$ cat src/rtl/multicycle_ctrl_pkg.sv
// Shared types and constants for the multi-cycle RV32 main control FSM.
package multicycle_ctrl_pkg;

    typedef enum logic [2:0] {
        S_IDLE,
        S_DECODE,
        S_EXEC,
        S_MEM,
        S_WB,
        S_MUL
    } state_e;

    typedef enum logic [2:0] {
        K_ILLEGAL,
        K_R,
        K_I,
        K_LOAD,
        K_STORE,
        K_BRANCH
    } opk_e;

    localparam logic [6:0] OPC_R      = 7'b0110011;
    localparam logic [6:0] OPC_I      = 7'b0010011;
    localparam logic [6:0] OPC_LOAD   = 7'b0000011;
    localparam logic [6:0] OPC_STORE  = 7'b0100011;
    localparam logic [6:0] OPC_BRANCH = 7'b1100011;

    localparam logic [6:0] F7_MULDIV  = 7'b0000001;

    localparam logic [1:0] ALUOP_ADD   = 2'b00;
    localparam logic [1:0] ALUOP_SUB   = 2'b01;
    localparam logic [1:0] ALUOP_RTYPE = 2'b10;
    localparam logic [1:0] ALUOP_ITYPE = 2'b11;

    function automatic opk_e op_kind(input logic [6:0] op);
        case (op)
            OPC_R:      return K_R;
            OPC_I:      return K_I;
            OPC_LOAD:   return K_LOAD;
            OPC_STORE:  return K_STORE;
            OPC_BRANCH: return K_BRANCH;
            default:    return K_ILLEGAL;
        endcase
    endfunction

endpackage

$ cat src/rtl/multicycle_ctrl_if.sv
// Instruction handshake, memory-ready and datapath control bundle for multicycle_ctrl.
interface multicycle_ctrl_if #(
    parameter int OP_W    = 7,
    parameter int ALUOP_W = 2
);
    logic               instr_valid_i;
    logic               instr_ready_o;
    logic [OP_W-1:0]    Op_i;
    logic [6:0]         Funct7_i;
    logic               mem_ready_i;
    logic               IRWrite_o;
    logic               ALUSrc_o;
    logic [ALUOP_W-1:0] ALUOp_o;
    logic               MemRead_o;
    logic               MemWrite_o;
    logic               MemtoReg_o;
    logic               RegWrite_o;
    logic               Branch_o;
    logic               PCWrite_o;
    logic               busy_o;
    logic               err_o;

    modport slave (
        input  instr_valid_i, Op_i, Funct7_i, mem_ready_i,
        output instr_ready_o, IRWrite_o, ALUSrc_o, ALUOp_o, MemRead_o, MemWrite_o,
               MemtoReg_o, RegWrite_o, Branch_o, PCWrite_o, busy_o, err_o
    );

    modport master (
        output instr_valid_i, Op_i, Funct7_i, mem_ready_i,
        input  instr_ready_o, IRWrite_o, ALUSrc_o, ALUOp_o, MemRead_o, MemWrite_o,
               MemtoReg_o, RegWrite_o, Branch_o, PCWrite_o, busy_o, err_o
    );
endinterface

$ cat src/rtl/multicycle_ctrl_wait_timer.sv
// ctrl_wait_timer: clearable, enabled up-counter that saturates at all-ones and flags a terminal count.
module ctrl_wait_timer #(
    parameter int CNT_W = 5
) (
    input  logic             clk_i,
    input  logic             rst_n_i,
    input  logic             clr_i,
    input  logic             en_i,
    input  logic [CNT_W-1:0] tc_val_i,
    output logic [CNT_W-1:0] cnt_o,
    output logic             tc_o
);
    logic [CNT_W-1:0] cnt_q, cnt_d;

    always_comb begin
        cnt_d = cnt_q;
        if (clr_i) begin
            cnt_d = '0;
        end else if (en_i && (cnt_q != '1)) begin
            cnt_d = cnt_q + 1'b1;
        end
    end

    always_ff @(posedge clk_i or negedge rst_n_i) begin
        if (!rst_n_i) begin
            cnt_q <= '0;
        end else begin
            cnt_q <= cnt_d;
        end
    end

    assign cnt_o = cnt_q;
    assign tc_o  = (cnt_q == tc_val_i);
endmodule

$ cat src/rtl/multicycle_ctrl.sv
// Multi-cycle RV32 main control FSM (IDLE/DECODE/EXEC/MEM/WB) with memory wait-state timeout.
// Define MULTICYCLE_CTRL_MUL_EN to add the MUL state for funct7=0000001 R-type instructions.
module multicycle_ctrl
    import multicycle_ctrl_pkg::*;
#(
    parameter int OP_W        = 7,
    parameter int ALUOP_W     = 2,
    parameter int MEM_TIMEOUT = 16,
    parameter int MUL_LATENCY = 4
) (
    input  logic          clk_i,
    input  logic          rst_n_i,
    multicycle_ctrl_if.slave bus
);
`ifdef MULTICYCLE_CTRL_MUL_EN
    localparam bit MulEn = 1'b1;
`else
    localparam bit MulEn = 1'b0;
`endif

    localparam int TMAX  = (MEM_TIMEOUT > MUL_LATENCY) ? MEM_TIMEOUT : MUL_LATENCY;
    localparam int CNT_W = $clog2(TMAX + 1);

    state_e          state_q, state_d;
    logic [OP_W-1:0] op_q, op_d;
    logic [6:0]      f7_q, f7_d;
    opk_e            kind;
    logic            is_mul;

    logic             tmr_clr, tmr_tc;
    logic [CNT_W-1:0] tmr_cnt, tmr_tc_val;

    logic       ready, irwrite, alusrc, memread, memwrite, memtoreg;
    logic       regwrite, branch, pcwrite, busy, err;
    logic [1:0] aluop;

    assign kind   = op_kind(7'(op_q));
    assign is_mul = MulEn && (kind == K_R) && (f7_q == F7_MULDIV);

    // One timer serves both MEM wait counting and MUL occupancy; it idles at zero elsewhere.
    assign tmr_clr    = (state_q != S_MEM) && (state_q != S_MUL);
    assign tmr_tc_val = (state_q == S_MUL) ? CNT_W'(MUL_LATENCY - 1) : CNT_W'(MEM_TIMEOUT - 1);

    ctrl_wait_timer #(.CNT_W(CNT_W)) u_timer (
        .clk_i    (clk_i),
        .rst_n_i  (rst_n_i),
        .clr_i    (tmr_clr),
        .en_i     (!tmr_clr),
        .tc_val_i (tmr_tc_val),
        .cnt_o    (tmr_cnt),
        .tc_o     (tmr_tc)
    );

    always_comb begin
        state_d  = state_q;
        op_d     = op_q;
        f7_d     = f7_q;
        ready    = 1'b0;
        irwrite  = 1'b0;
        alusrc   = 1'b0;
        aluop    = ALUOP_ADD;
        memread  = 1'b0;
        memwrite = 1'b0;
        memtoreg = 1'b0;
        regwrite = 1'b0;
        branch   = 1'b0;
        pcwrite  = 1'b0;
        busy     = 1'b1;
        err      = 1'b0;

        case (state_q)
            S_IDLE: begin
                ready = 1'b1;
                busy  = 1'b0;
                if (bus.instr_valid_i) begin
                    irwrite = 1'b1;
                    op_d    = bus.Op_i;
                    f7_d    = bus.Funct7_i;
                    state_d = S_DECODE;
                end
            end
            S_DECODE: begin
                if (kind == K_ILLEGAL) begin
                    err     = 1'b1;
                    state_d = S_IDLE;
                end else begin
                    state_d = S_EXEC;
                end
            end
            S_EXEC: begin
                case (kind)
                    K_R: begin
                        aluop   = ALUOP_RTYPE;
                        state_d = is_mul ? S_MUL : S_WB;
                    end
                    K_I: begin
                        alusrc  = 1'b1;
                        aluop   = ALUOP_ITYPE;
                        state_d = S_WB;
                    end
                    K_LOAD, K_STORE: begin
                        alusrc  = 1'b1;
                        state_d = S_MEM;
                    end
                    K_BRANCH: begin
                        aluop   = ALUOP_SUB;
                        branch  = 1'b1;
                        pcwrite = 1'b1;
                        state_d = S_IDLE;
                    end
                    default: state_d = S_IDLE;
                endcase
            end
            S_MEM: begin
                alusrc   = 1'b1;
                memread  = (kind == K_LOAD);
                memwrite = (kind == K_STORE);
                // A ready on the final allowed cycle still completes the access.
                if (bus.mem_ready_i) begin
                    if (kind == K_LOAD) begin
                        state_d = S_WB;
                    end else begin
                        pcwrite = 1'b1;
                        state_d = S_IDLE;
                    end
                end else if (tmr_tc) begin
                    err     = 1'b1;
                    state_d = S_IDLE;
                end
            end
            S_WB: begin
                regwrite = 1'b1;
                pcwrite  = 1'b1;
                memtoreg = (kind == K_LOAD);
                case (kind)
                    K_R: aluop = ALUOP_RTYPE;
                    K_I: begin
                        alusrc = 1'b1;
                        aluop  = ALUOP_ITYPE;
                    end
                    K_LOAD:  alusrc = 1'b1;
                    default: ;
                endcase
                state_d = S_IDLE;
            end
`ifdef MULTICYCLE_CTRL_MUL_EN
            S_MUL: begin
                aluop = ALUOP_RTYPE;
                if (tmr_tc) begin
                    state_d = S_WB;
                end
            end
`endif
            default: state_d = S_IDLE;
        endcase
    end

    always_ff @(posedge clk_i or negedge rst_n_i) begin
        if (!rst_n_i) begin
            state_q <= S_IDLE;
            op_q    <= '0;
            f7_q    <= '0;
        end else begin
            state_q <= state_d;
            op_q    <= op_d;
            f7_q    <= f7_d;
        end
    end

    assign bus.instr_ready_o = ready;
    assign bus.IRWrite_o     = irwrite;
    assign bus.ALUSrc_o      = alusrc;
    assign bus.ALUOp_o       = ALUOP_W'(aluop);
    assign bus.MemRead_o     = memread;
    assign bus.MemWrite_o    = memwrite;
    assign bus.MemtoReg_o    = memtoreg;
    assign bus.RegWrite_o    = regwrite;
    assign bus.Branch_o      = branch;
    assign bus.PCWrite_o     = pcwrite;
    assign bus.busy_o        = busy;
    assign bus.err_o         = err;

    logic unused_cnt;
    assign unused_cnt = ^tmr_cnt;
endmodule

$ cat src/flat_wrapper.sv
// flat-port wrapper written by rule: the top's interface ports become plain ports
module multicycle_ctrl_flat import multicycle_ctrl_pkg::*;
#(
    parameter int OP_W        = 7,
    parameter int ALUOP_W     = 2,
    parameter int MEM_TIMEOUT = 16,
    parameter int MUL_LATENCY = 4
)
  (clk_i, rst_n_i, bus_instr_valid_i, bus_Op_i, bus_Funct7_i, bus_mem_ready_i, bus_instr_ready_o, bus_IRWrite_o, bus_ALUSrc_o, bus_ALUOp_o, bus_MemRead_o, bus_MemWrite_o, bus_MemtoReg_o, bus_RegWrite_o, bus_Branch_o, bus_PCWrite_o, bus_busy_o, bus_err_o);
  multicycle_ctrl_if #(.OP_W(OP_W), .ALUOP_W(ALUOP_W)) bus_i ();
  input  logic clk_i;
  input  logic rst_n_i;
  input wire logic [$bits(bus_i.instr_valid_i)-1:0] bus_instr_valid_i;
  input wire logic [$bits(bus_i.Op_i)-1:0] bus_Op_i;
  input wire logic [$bits(bus_i.Funct7_i)-1:0] bus_Funct7_i;
  input wire logic [$bits(bus_i.mem_ready_i)-1:0] bus_mem_ready_i;
  output wire logic [$bits(bus_i.instr_ready_o)-1:0] bus_instr_ready_o;
  output wire logic [$bits(bus_i.IRWrite_o)-1:0] bus_IRWrite_o;
  output wire logic [$bits(bus_i.ALUSrc_o)-1:0] bus_ALUSrc_o;
  output wire logic [$bits(bus_i.ALUOp_o)-1:0] bus_ALUOp_o;
  output wire logic [$bits(bus_i.MemRead_o)-1:0] bus_MemRead_o;
  output wire logic [$bits(bus_i.MemWrite_o)-1:0] bus_MemWrite_o;
  output wire logic [$bits(bus_i.MemtoReg_o)-1:0] bus_MemtoReg_o;
  output wire logic [$bits(bus_i.RegWrite_o)-1:0] bus_RegWrite_o;
  output wire logic [$bits(bus_i.Branch_o)-1:0] bus_Branch_o;
  output wire logic [$bits(bus_i.PCWrite_o)-1:0] bus_PCWrite_o;
  output wire logic [$bits(bus_i.busy_o)-1:0] bus_busy_o;
  output wire logic [$bits(bus_i.err_o)-1:0] bus_err_o;
  assign bus_i.instr_valid_i = bus_instr_valid_i;
  assign bus_i.Op_i = bus_Op_i;
  assign bus_i.Funct7_i = bus_Funct7_i;
  assign bus_i.mem_ready_i = bus_mem_ready_i;
  assign bus_instr_ready_o = bus_i.instr_ready_o;
  assign bus_IRWrite_o = bus_i.IRWrite_o;
  assign bus_ALUSrc_o = bus_i.ALUSrc_o;
  assign bus_ALUOp_o = bus_i.ALUOp_o;
  assign bus_MemRead_o = bus_i.MemRead_o;
  assign bus_MemWrite_o = bus_i.MemWrite_o;
  assign bus_MemtoReg_o = bus_i.MemtoReg_o;
  assign bus_RegWrite_o = bus_i.RegWrite_o;
  assign bus_Branch_o = bus_i.Branch_o;
  assign bus_PCWrite_o = bus_i.PCWrite_o;
  assign bus_busy_o = bus_i.busy_o;
  assign bus_err_o = bus_i.err_o;
  multicycle_ctrl #(.OP_W(OP_W), .ALUOP_W(ALUOP_W), .MEM_TIMEOUT(MEM_TIMEOUT), .MUL_LATENCY(MUL_LATENCY)) u_core (.clk_i(clk_i), .rst_n_i(rst_n_i), .bus(bus_i));
endmodule
$ cat config.mk
export PLATFORM = sky130hd
export DESIGN_NAME = multicycle_ctrl_flat
export DESIGN_NICKNAME = d
export VERILOG_FILES = /design/src/rtl/multicycle_ctrl_pkg.sv /design/src/rtl/multicycle_ctrl_if.sv /design/src/rtl/multicycle_ctrl_wait_timer.sv /design/src/rtl/multicycle_ctrl.sv /design/src/flat_wrapper.sv
export SDC_FILE = /design/constraint.sdc
export NUM_CORES = 1
export LEC_CHECK = 0
export CELL_PAD_IN_SITES_DETAIL_PLACEMENT = 0
export CELL_PAD_IN_SITES_GLOBAL_PLACEMENT = 1
export CORE_MARGIN = 10
export CORE_UTILIZATION = 37
export CTS_CLUSTER_DIAMETER = 150
export DETAILED_ROUTE_END_ITERATION = 10
export PLACE_DENSITY = 0.86
export SYNTH_ARGS = -nofsm -noshare
export SYNTH_HDL_FRONTEND = slang
export SYNTH_SLANG_ARGS = --single-unit
$ cat constraint.sdc
create_clock -name clk_i -period 2.8 [get_ports clk_i]
set_input_delay 0.56 -clock clk_i [delete_from_list [all_inputs] [get_ports clk_i]]
set_output_delay 0.56 -clock clk_i [all_outputs]
set_load 0.1 [all_outputs]
Word-level counts from Yosys, hierarchy flattened:

Cells that the tools add are included.

* flip-flop bits (word level): 15
* input port bits: 18
* output and inout bits: 13

* $add $sub $neg: 1
* equal/unequal tests: 21
* multiplexer cells: 34
* reductions and logical operators: 12

Operators by type and width (number)
* two-way mux 1 bit: 17
* one-hot mux 3 bit (5 select lines): 1
* equality test 7 x 6 -> 1 bit, second input constant: 2
* equality test 3 x 2 -> 1 bit, second input constant: 4
* equality test 3 bit, second input constant: 4
* two-way mux 3 bit: 4
* one-hot mux 3 bit (4 select lines): 1
* two-way mux 5 bit: 2
* one-hot mux 2 bit (2 select lines): 2
* equality test 7 x 2 -> 1 bit, second input constant: 1
* equality test 7 x 5 -> 1 bit, second input constant: 1
* equality test 7 bit, second input constant: 1
* equality test 3 x 1 -> 1 bit, second input constant: 2
* zero test 3 bit: 2
* != test 3 x 2 -> 1 bit, second input constant: 2
* one-hot mux 1 bit (3 select lines): 2
* one-hot mux 2 bit (3 select lines): 1
* one-hot mux 3 bit (2 select lines): 1
* OR reduction 2 bit: 3
* adder 5 x 1 -> 5 bit, second input constant: 1
* equality test 5 bit: 1
* != test 5 bit, second input constant: 1
* two-way mux 4 bit: 1
* AND reduction 2 bit: 2
* 8 further kinds: 9

Depth between registers and ports, before layout:

Gate-level depths: netlist (run 1).

* depth in word-level cells: 6
* gate-level depth with buffers: 6

Hierarchy:

Synthesis (run 1) repeated with hierarchy kept, for this count alone.

* cells, all modules: 104
* area total of the unflattened synthesis: 994.7 um2

By module, submodules not included
* multicycle_ctrl: times used 1, cells each 72, area an instance 683.2 um2, seq. area each 250.2 um2
* ctrl_wait_timer: times used 1, cells each 32, area an instance 311.5 um2, seq. area each 125.1 um2

Worst setup path after synthesis (run 1):

Ideal clock, no wire load.

* path kind: register to output
* start point: register u_core.state_q[2]
* end point: output port bus_ALUOp_o[0]
* data arrival time: 3.173 ns
* data required time: 2.240 ns
* setup slack: -0.933 ns
* stages on the path, launching flop included: 4
* path buffers: 0
* path through: dfrtp_1 > nand2b_4 > or3_4 > a211oi_1

* cells in the longest elaborated chain, start to end: 2
* elaborated cells between the ends (all ways): 3
* classes of those cells: 2 x eq/ne; 1 x mux

Ends and longest elaborated chain
* from (decl): line multicycle_ctrl.sv:24 `state_e state_q, state_d;`
* from (signal assigned): line multicycle_ctrl.sv:164 `state_q <= state_d;`
* equality test 3 bit or equality test 3 x 2 -> 1 bit (tied branches): line multicycle_ctrl.sv:71 `case (state_q)`
* one-hot mux 2 bit (2 select lines) (*): line multicycle_ctrl.sv:71
* to (decl): line flat_wrapper.sv:20 `output wire logic [$bits(bus_i.ALUOp_o)-1:0] bus_ALUOp_o;`

Mark *: on every way between the ends. The rest lies on a longest branch, timed or not.

Worst setup path in the final report (run 1):

* start point: register u_core.op_q[4]
* end point: output port bus_PCWrite_o

* cells in the longest elaborated chain, start to end: 6
* elaborated cells between the ends (all ways): 12
* classes of those cells: 7 x eq/ne; 5 x mux

Ends and longest elaborated chain
* from (decl): line multicycle_ctrl.sv:25 `logic [OP_W-1:0] op_q, op_d;`
* from (signal assigned): line multicycle_ctrl.sv:165 `op_q <= op_d;`
* equality test 7 bit (tied with other cells): line multicycle_ctrl_pkg.sv:36 `case (op)`
* one-hot mux 3 bit (5 select lines) (*): line multicycle_ctrl_pkg.sv:36
* equality test 3 x 2 -> 1 bit: line multicycle_ctrl.sv:120 `if (kind == K_LOAD) begin`
* two-way mux 1 bit: line multicycle_ctrl.sv:120
* two-way mux 1 bit: line multicycle_ctrl.sv:119 `if (bus.mem_ready_i) begin`
* one-hot mux 1 bit (3 select lines) (*): line multicycle_ctrl.sv:71
* to (decl): line flat_wrapper.sv:26 `output wire logic [$bits(bus_i.PCWrite_o)-1:0] bus_PCWrite_o;`

Marks and branches as above.

==> results of run 1 <==
-- placed cells by master, fill, tap and decap left out, types with 2 or more instances in the layout --
cell | synthesis | routed
mux2i_1 | 2 | 2
ha_1 | 2 | 2
nor3_1 | 3 | 2
nand2_1 | 3 | 3
nor2_1 | 13 | 13
nor2b_1 | 2 | 2
buf_4 | 1 | 3
a21oi_1 | 2 | 2
xor2_1 | 3 | 3
dfrtp_1 | 15 | 15
inv_1 | 7 | 7
mux2_4 | 6 | 6
nor3_4 | 2 | 2
o311ai_1 | 2 | 2
buf_12 | 0 | 10
clkdlybuf4s50_1 | 0 | 10
clkbuf_4 | 0 | 3
a31oi_1 | 2 | 2
nand2b_4 | 4 | 4
-- power groups by stage --
stage / clock network, µW / logic (µW) / registers (µW)
2_1_floorplan: 0 / 173 / 265
3_3_place_gp: 0 / 215 / 280
3_5_place_dp: 0 / 218 / 282
4_1_cts: 131 / 219 / 278
5_1_grt: 141 / 230 / 283
6_report: 128 / 217 / 277
-- stage by stage --
| step | setup TNS (ns) | instance area (µm²) | setup WS, ns | std cells | total power (µW) |
|---|---|---|---|---|---|
| after floorplan | -0.185 | 987 | -0.156 | 90 | 439 |
| after global placement | 0 | 1320 | 0.518 | 140 | 495 |
| after detailed placement | 0 | 1320 | 0.490 | 140 | 500 |
| after CTS | 0 | 1350 | 0.252 | 144 | 627 |
| after global routing | 0 | 1350 | 0.158 | 144 | 655 |
| final | 0 | 1350 | 0.246 | 144 | 622 |
-- kinds of logic (layout without fill, tap and decap cells) --
family                   count (synthesis)  count (layout)
XOR/XNOR                                 4               4
AO/OA/AOI/OAI                           12              12
buffers and inverters                   10              34
multiplexers                             8               8
adder cells (fa/ha/maj)                  2               2
flip-flops                              15              15
AND/OR/NAND/NOR                         39              39
-- synth_stat cells, drive strengths merged, types with 3 or more instances --
| cell type | count | area [µm²] |
|---|---|---|
| nand2b | 5 | 61.3 |
| buf | 3 | 30.0 |
| dfrtp | 15 | 375 |
| xor2 | 3 | 26.3 |
| mux2 | 6 | 90.1 |
| nand2 | 3 | 11.3 |
| inv | 7 | 26.3 |
| nor3 | 5 | 47.5 |
| nor2 | 13 | 48.8 |
-- worst reg2reg max path, delay by kind of cell, from the launching register on --
family	cells	cell delay, ns
xor+xnor	1	0.17
fa+ha+maj	2	0.50
flops	1	0.42
simple gates	3	0.48
-- flip-flops by register name, indices dropped and copies added (netlist names) --
name                  count
u_core.u_timer.cnt_o      5
u_core.state_q            3
u_core.op_q               7
-- final cells by class --
class	count	area share, %
clock buffers	3	1.67
clock inverters	1	0.557
inverters	7	1.95
multi-input cells	65	41.2
flip-flops and latches	15	27.9
well taps	30	2.79
repair buffers	23	24.0
-- path summary, 6_finish.rpt --
| kind | from | to | slack (ns) | cells past startpoint |
|---|---|---|---|---|
| setup / recovery | u_core.op_q[4] | bus_PCWrite_o | 0.25 | 5 |
| hold / removal | u_core.op_q[3] | u_core.op_q[3] | 0.52 | 1 |
| setup reg to reg | u_core.u_timer.cnt_o[0] | u_core.u_timer.cnt_o[3] | 1.13 | 6 |
| hold reg to reg | u_core.op_q[3] | u_core.op_q[3] | 0.52 | 1 |
| max in group asynchronous | rst_n_i | u_core.op_q[5] | 1.71 | 1 |
| min in group asynchronous | rst_n_i | u_core.op_q[2] | 0.67 | 1 |
-- metal layers --
metal	share of wire (%)	GRT usage, %	up-vias
met2	53	15.3	14
met4	0	1.94	0
met3	5.9	3.17	0
li1	-	-	362
met1	41	10.4	355
met5	0	0	-
==> results.sh, run 1 <==
export IMPL_ys_seq_elements=15
export IMPL_final_nets=135
export IMPL_setup_worst_path_end_class="primary output"
export IMPL_drt_total_wl_um=2170
export IMPL_fmax_mhz=391
export IMPL_ff_latch_area_um2=375
export IMPL_syn_num_nets=110
export IMPL_grt_max_degree=16
export IMPL_utilization_pct=53.9
export IMPL_wl_per_cell_um=15.0
export IMPL_numCtsBuffers=3
export IMPL_antenna_left=0
export IMPL_cts_tree="done"
export IMPL_clk_pin_slew_worst_paths_ns=0.10
export IMPL_powerDensity_nw_per_um2=462
export IMPL_cts_buffer_depth=2
export IMPL_grt_overflow=0
export IMPL_synthDistinctLibCells=36
export IMPL_synth_top_family_by_area="simple AND/OR/NAND/NOR gates"
export IMPL_grt_pass1_vias=803
export IMPL_h_tree_depth=1
export IMPL_numPortBuffers=23
export IMPL_clk_latency_ns=0.28
export IMPL_synth_compound_area_share_pct=8.75
export IMPL_combPwrFrac_pct=34.8
export IMPL_p_int_uw=388
export IMPL_cts_repair_resized=0
export IMPL_drc=0
export IMPL_syn_area_um2=972
export IMPL_critical_path_max_fanout=8
export IMPL_antenna_cells=0
export IMPL_hpwlAfterDp_um=1830
export IMPL_critPathLaunchType="flip-flop"
export IMPL_place_congestion=0.775
export IMPL_min_path_type="flip-flop to flip-flop"
export IMPL_max_stage_delay_ns=0.48
export IMPL_path_cells="nand2b_1 > or3_4 > nor3_4 > a311o_2 > buf_12"
export IMPL_synth_edf_count=0
export IMPL_muxShareOfSynthArea_pct=11.3
export IMPL_fillerInstances=215
export IMPL_cts_root_buf="clkbuf_4"
export IMPL_syn_instance_count=90
export IMPL_p_sw_share_pct=37.7
export IMPL_power_frac_clock_pct=20.6
export IMPL_fin_skew_ns=0.00527
export IMPL_firstDrtPassIters=2
export IMPL_syn2layout_area_growth_pct=38.6
export IMPL_grt_pass1_wl_um=3880
export IMPL_p_sw_uw=234
export IMPL_route_vias_total=731
export IMPL_crit_slowest_cell="dfrtp_1"
export IMPL_start_util_pct=38.9
export IMPL_min_period_ns=2.55
export IMPL_timing_max_slew_rel_slack_pct=56.4
export IMPL_worstMarginPinSlew_ns=0.651
export IMPL_design_die_area_um2=5080
export IMPL_async_flop_share_pct=100
export IMPL_multi_input_area_um2=556
export IMPL_die_w_um=71.3
export IMPL_fin_crit_sh_pct=91.2
export IMPL_ys_flop_type="dfrtp_1"
export IMPL_cp_buffers_inverters=1
export IMPL_drive_above_1_share_pct=31.6
export IMPL_die_h_um=71.3
export IMPL_required_ns=2.24
export IMPL_synth_fa_ha_area_share_pct=2.57
export IMPL_rows=18
export IMPL_drt_iter0_drc=23
export IMPL_core_region_area_um2=2500
export IMPL_setup_viol=0
export IMPL_postCtsSetupRepairBufs=0
export IMPL_synth_xor_area_share_pct=3.60
export IMPL_synth_simple_area_share_pct=29.3
export IMPL_via_per_inst=5.08
export IMPL_avgSynthCellArea_um2=10.8
export IMPL_timing_hold_ws_ns=0.522
export IMPL_pin_count=31
export IMPL_critPathArrivalTime_ns=1.99
export IMPL_antenna_found_initial=0
export IMPL_grt_usage_pct=8.93
export IMPL_status="completed"
export IMPL_cts_hold_fix_buffers=0
export IMPL_cap_violations=0
export IMPL_leakage_uw=0.000584
export IMPL_seq_area_frac_synth_pct=38.6
export IMPL_cp_top_family="simple AND/OR/NAND/NOR gates"
export IMPL_crit_type="flip-flop to primary output"
export IMPL_slew_violations=0
export IMPL_irDropWorstVdd_mv=0.587
export IMPL_yosys_warnings=0
export IMPL_cts_sinks=15
export IMPL_power_frac_seq_pct=44.6
export IMPL_rsz0062_at_grt="false"
export IMPL_finalHoldViolCount=0
No activity file was read; power rests on OpenSTA's default activity.
==> run 2: changes to the inputs <==
GPL_TIMING_DRIVEN = 0   (was unset)
==> results.sh, run 2 (synthesis gave the netlist of run 1 again) <==
export IMPL_grt_usage_pct=9.40
export IMPL_largest_register="u_core.op_q"
export IMPL_antenna_cells=0
export IMPL_die_w_um=71.3
export IMPL_instances_no_fill=147
export IMPL_clk_latency_ns=0.28
export IMPL_drive_above_1_share_pct=30.8
export IMPL_fmax_mhz=370
export IMPL_fin_crit_sh_pct=96.6
export IMPL_final_cell_mix="dfrtp_1, nor2_1, clkdlybuf4s50_1, inv_1, mux2_4"
export IMPL_finalHoldViolCount=0
export IMPL_pin_count=31
export IMPL_final_nets=138
export IMPL_antenna_left=0
export IMPL_timing_max_slew_rel_slack_pct=34.7
export IMPL_r2r_end="u_core.u_timer.cnt_o[3]"
export IMPL_worstRegToRegCells=6
export IMPL_worstMarginPinSlew_ns=0.976
export IMPL_largest_reg_flops=7
export IMPL_required_ns=2.24
export IMPL_grt_overflow=0
export IMPL_min_path_type="flip-flop to flip-flop"
export IMPL_cts_hold_fix_buffers=0
export IMPL_via_per_inst=5.16
export IMPL_critPathArrivalTime_ns=2.15
export IMPL_r2r_start="u_core.u_timer.cnt_o[0]"
export IMPL_grt_pass1_vias=840
export IMPL_cts_root_buf="clkbuf_4"
export IMPL_min_period_ns=2.71
export IMPL_wl_per_cell_um=14.9
export IMPL_irDropWorstVdd_mv=0.293
export IMPL_hpwlAfterDp_um=1750
export IMPL_cp_startpoint="u_core.op_q[4]"
export IMPL_grt_max_degree=16
export IMPL_place_inst=143
export IMPL_path_cells="nand2b_1 > or3_4 > a211oi_2 > clkdlybuf4s15_2"
export IMPL_firstDrtPassIters=4
export IMPL_cp_depth=4
export IMPL_crit_type="flip-flop to primary output"
export IMPL_slew_violations=0
export IMPL_cp_top_family="simple AND/OR/NAND/NOR gates"
export IMPL_tns_ns=0
export IMPL_place_congestion=0.766
export IMPL_crit_slowest_cell="clkdlybuf4s15_2"
export IMPL_r2r_slack_ns=1.14
export IMPL_die_h_um=71.3
export IMPL_setup_worst_path_end_class="primary output"
export IMPL_drt_total_wl_um=2190
export IMPL_numCtsBuffers=3
export IMPL_final_common_cell="dfrtp_1"
export IMPL_design_die_area_um2=5080
export IMPL_leakage_uw=0.000563
export IMPL_clk_pin_slew_worst_paths_ns=0.08
export IMPL_rsz0062_at_grt="false"
export IMPL_route_vias_total=759
export IMPL_setup_viol=0
export IMPL_hp_start="u_core.op_q[2]"
export IMPL_drt_iter0_drc=16
export IMPL_worstSetupEndpoint="bus_ALUOp_o[0]"
export IMPL_cts_sinks=15
export IMPL_powerDensity_nw_per_um2=486
export IMPL_rows=18
export IMPL_cts_tree="done"
export IMPL_drc=0
export IMPL_syn2layout_area_growth_pct=29.7
export IMPL_cap_violations=0
export IMPL_cp_buffers_inverters=1
export IMPL_status="completed"
export IMPL_max_stage_delay_ns=0.58
export IMPL_cts_buffer_depth=2
export IMPL_core_region_area_um2=2500
export IMPL_antenna_found_initial=0
export IMPL_grt_pass1_wl_um=3970
export IMPL_critPathLaunchType="flip-flop"
export IMPL_h_tree_depth=1
export IMPL_critical_path_max_fanout=8
export IMPL_numPortBuffers=23
export IMPL_fin_skew_ns=0.00409
export IMPL_start_util_pct=38.9
-- run 2: cell types whose count changed in the layout (fill, tap and decap cells not counted), sizes merged --
cell           before  now
clkdlybuf4s15       0    5
clkinvlp            1    0
clkdlybuf4s50      10   11
buf                13    5
clkbuf              3    7
dlygate4sd2         0    1
clkdlybuf4s18       0    1
-- run 2: worst min path at each step --
stage,end,slack (ns),depth (start not counted)
2_1_floorplan,u_core.op_q[0],0.26,0
5_1_grt,u_core.op_q[2],0.55,1
6_report,u_core.op_q[2],0.53,1
3_3_place_gp,u_core.op_q[2],0.50,1
4_1_cts,u_core.op_q[2],0.54,1
3_5_place_dp,u_core.op_q[2],0.51,1
-- run 2: cell type report --
class | instances | area [µm²]
plain buffers | 3 | 30.0
clock buffers | 4 | 26.3
fillers | 251 | 1240
inverters | 7 | 26.3
multi-input cells | 65 | 556
flip-flops and latches | 15 | 375
well taps | 30 | 37.5
repair buffers | 23 | 210
-- run 2: stage by stage --
| step | util [%] | hold slack, ns | area [µm²] | setup WS [ns] | power (µW) |
|---|---|---|---|---|---|
| after CTS | 51.3 | 0.538 | 1280 | 0.0102 | 620 |
| after global routing | 50.5 | 0.552 | 1260 | 0.00323 | 649 |
| after floorplan | - | 0.264 | 987 | -0.156 | 439 |
| after detailed placement | 50.2 | 0.513 | 1250 | -0.337 | 498 |
| after global placement | 50.2 | 0.505 | 1250 | -0.330 | 495 |
| final | 50.5 | 0.534 | 1260 | 0.0949 | 613 |
-- run 2: power by group --
group,internal (µW),switching [µW]
clock network,55.3,68.0
logic,89.5,130
registers,240,30.4
total,385,228
-- run 2: timing repair --
action,CTS,global route
setup buffers,0,0
setup endpoints to repair,12,5
gates resized for setup,32,7
-- run 2: layer usage --
layer	GRT usage, %	share of wire [%]	vias up
met5	0	0	-
met4	4.09	1.4	0
met3	3.99	8.9	4
met2	15.6	51	27
met1	10.2	39	360
li1	-	-	368
==> run 3: changes to the inputs <==
CELL_PAD_IN_SITES_DETAIL_PLACEMENT = unset   (was 0)
CELL_PAD_IN_SITES_GLOBAL_PLACEMENT = unset   (was 1)
CORE_UTILIZATION = 49   (was 37)
PLACE_DENSITY = 0.87   (was 0.86)
SKIP_CTS_REPAIR_TIMING = 1   (was unset)
==> results.sh, run 3 (synthesis gave the netlist of run 1 again) <==
export IMPL_cts_sinks=15
export IMPL_timing_max_slew_rel_slack_pct=34.1
export IMPL_largest_register="u_core.op_q"
export IMPL_p_sw_uw=241
export IMPL_place_inst=140
export IMPL_wl_per_cell_um=15.1
export IMPL_worstSetupEndpoint="bus_RegWrite_o"
export IMPL_final_cell_mix="dfrtp_1, nor2_1, clkdlybuf4s50_1, inv_1, clkbuf_2"
export IMPL_p_int_uw=383
export IMPL_power_frac_clock_pct=21.7
export IMPL_drt_total_wl_um=2170
export IMPL_cp_top_family="buffers and inverters"
export IMPL_grt_pass1_wl_um=3770
export IMPL_design_die_area_um2=4170
export IMPL_antenna_left=0
export IMPL_hold_path_depth=1
export IMPL_cp_startpoint="u_core.state_q[0]"
export IMPL_r2r_slack_ns=1.15
export IMPL_finalHoldViolCount=0
export IMPL_grt_pass1_vias=781
export IMPL_cp_depth=4
export IMPL_p_sw_share_pct=38.6
export IMPL_place_congestion=0.795
export IMPL_r2r_start="u_core.u_timer.cnt_o[0]"
export IMPL_crit_type="flip-flop to primary output"
export IMPL_power_uw=623
export IMPL_setup_worst_path_end_class="primary output"
export IMPL_critical_path_max_fanout=10
export IMPL_firstDrtPassIters=4
export IMPL_clk_latency_ns=0.30
export IMPL_min_period_ns=2.73
export IMPL_leakage_uw=0.000622
export IMPL_slew_violations=0
export IMPL_drc=0
export IMPL_cts_buffer_depth=2
export IMPL_critPathArrivalTime_ns=2.17
export IMPL_r2r_end="u_core.u_timer.cnt_o[3]"
export IMPL_via_per_inst=5.17
export IMPL_clk_pin_slew_worst_paths_ns=0.11
export IMPL_fin_crit_sh_pct=97.4
export IMPL_syn2layout_area_growth_pct=28.7
export IMPL_grt_usage_pct=10.9
export IMPL_critPathLaunchType="flip-flop"
export IMPL_die_h_um=64.5
export IMPL_drive_above_1_share_pct=29.1
export IMPL_cap_violations=0
export IMPL_antenna_found_initial=0
export IMPL_cts_tree="done"
export IMPL_max_stage_delay_ns=0.75
export IMPL_cp_buffers_inverters=3
export IMPL_instances_no_fill=144
export IMPL_path_cells="buf_6 > or3b_1 > inv_1 > dlymetal6s2s_1"
export IMPL_start_util_pct=50.6
export IMPL_irDropWorstVdd_mv=0.391
export IMPL_combPwrFrac_pct=35.1
export IMPL_die_w_um=64.5
export IMPL_tns_ns=0
export IMPL_drt_iter0_drc=21
export IMPL_rows=16
export IMPL_cts_root_buf="clkbuf_4"
export IMPL_min_path_type="flip-flop to flip-flop"
export IMPL_core_region_area_um2=1920
export IMPL_fmax_mhz=367
export IMPL_rsz0062_at_grt="false"
export IMPL_numCtsBuffers=3
export IMPL_worstRegToRegCells=6
export IMPL_crit_slowest_cell="dlymetal6s2s_1"
export IMPL_h_tree_depth=1
export IMPL_largest_reg_flops=7
export IMPL_timing_hold_ws_ns=0.535
export IMPL_powerDensity_nw_per_um2=498
export IMPL_grt_overflow=0
export IMPL_final_area_um2=1250
export IMPL_pin_count=31
export IMPL_final_common_cell="dfrtp_1"
export IMPL_postPlaceCellArea_um2=1250
export IMPL_setup_viol=0
export IMPL_final_nets=138
export IMPL_antenna_cells=0
export IMPL_grt_max_degree=16
export IMPL_hpwlAfterDp_um=1740
export IMPL_required_ns=2.24
export IMPL_numPortBuffers=23
export IMPL_fin_skew_ns=0.00704
export IMPL_worstMarginPinSlew_ns=0.988
export IMPL_status="completed"
export IMPL_power_frac_seq_pct=43.1
export IMPL_route_vias_total=745
==> run 3: worst reg2reg max path, cell delays in order, from the launching register on <==
cell and delay [ns]:
dfrtp_1 0.42, ha_1 0.22, and3_1 0.21, ha_1 0.29, nand4b_1 0.21, xor2_1 0.15, nor2_1 0.09
==> run 3: power by group through the flow <==
stage               clock, µW  sequential [µW]  combinational (µW)
floorplan                   0              265                 173
global placement            0              270                 220
detailed placement          0              271                 224
CTS                       135              268                 225
global route              145              273                 232
finish                    136              269                 219
==> run 3: area by class of cell <==
cell class,instances,area [µm²]
plain buffers,3,30.0
clock buffers,3,22.5
clock inverters,1,7.51
fillers,169,671
inverters,7,26.3
multi-input cells,65,556
flip-flops and latches,15,375
well taps,27,33.8
repair buffers,23,200
==> run 3: how the worst min path moves through the flow <==
stage / slack [ns] / endpoint / startpoint
2_1_floorplan: 0.26 / u_core.op_q[0] / rst_n_i
3_3_place_gp: 0.50 / u_core.op_q[3] / u_core.op_q[3]
3_5_place_dp: 0.51 / u_core.op_q[2] / u_core.op_q[2]
4_1_cts: 0.54 / u_core.op_q[2] / u_core.op_q[2]
5_1_grt: 0.55 / u_core.op_q[2] / u_core.op_q[2]
6_report: 0.53 / u_core.op_q[2] / u_core.op_q[2]
==> run 3: layer usage <==
layer,vias to the layer above,part of all wire (%),track usage (%)
met5,-,0,0
met4,0,0.64,2.41
met3,2,6.3,3.61
met2,22,49,18.3
met1,353,44,13.1
li1,368,-,-
==> run 3: metrics by stage <==
step                      setup WS, ns  utilization, %
after floorplan                 -0.156               -
after global placement          -0.305            65.1
after detailed placement        -0.337            65.1
after CTS                       -0.626            66.7
after global routing           0.00619            65.1
final                           0.0731            65.1
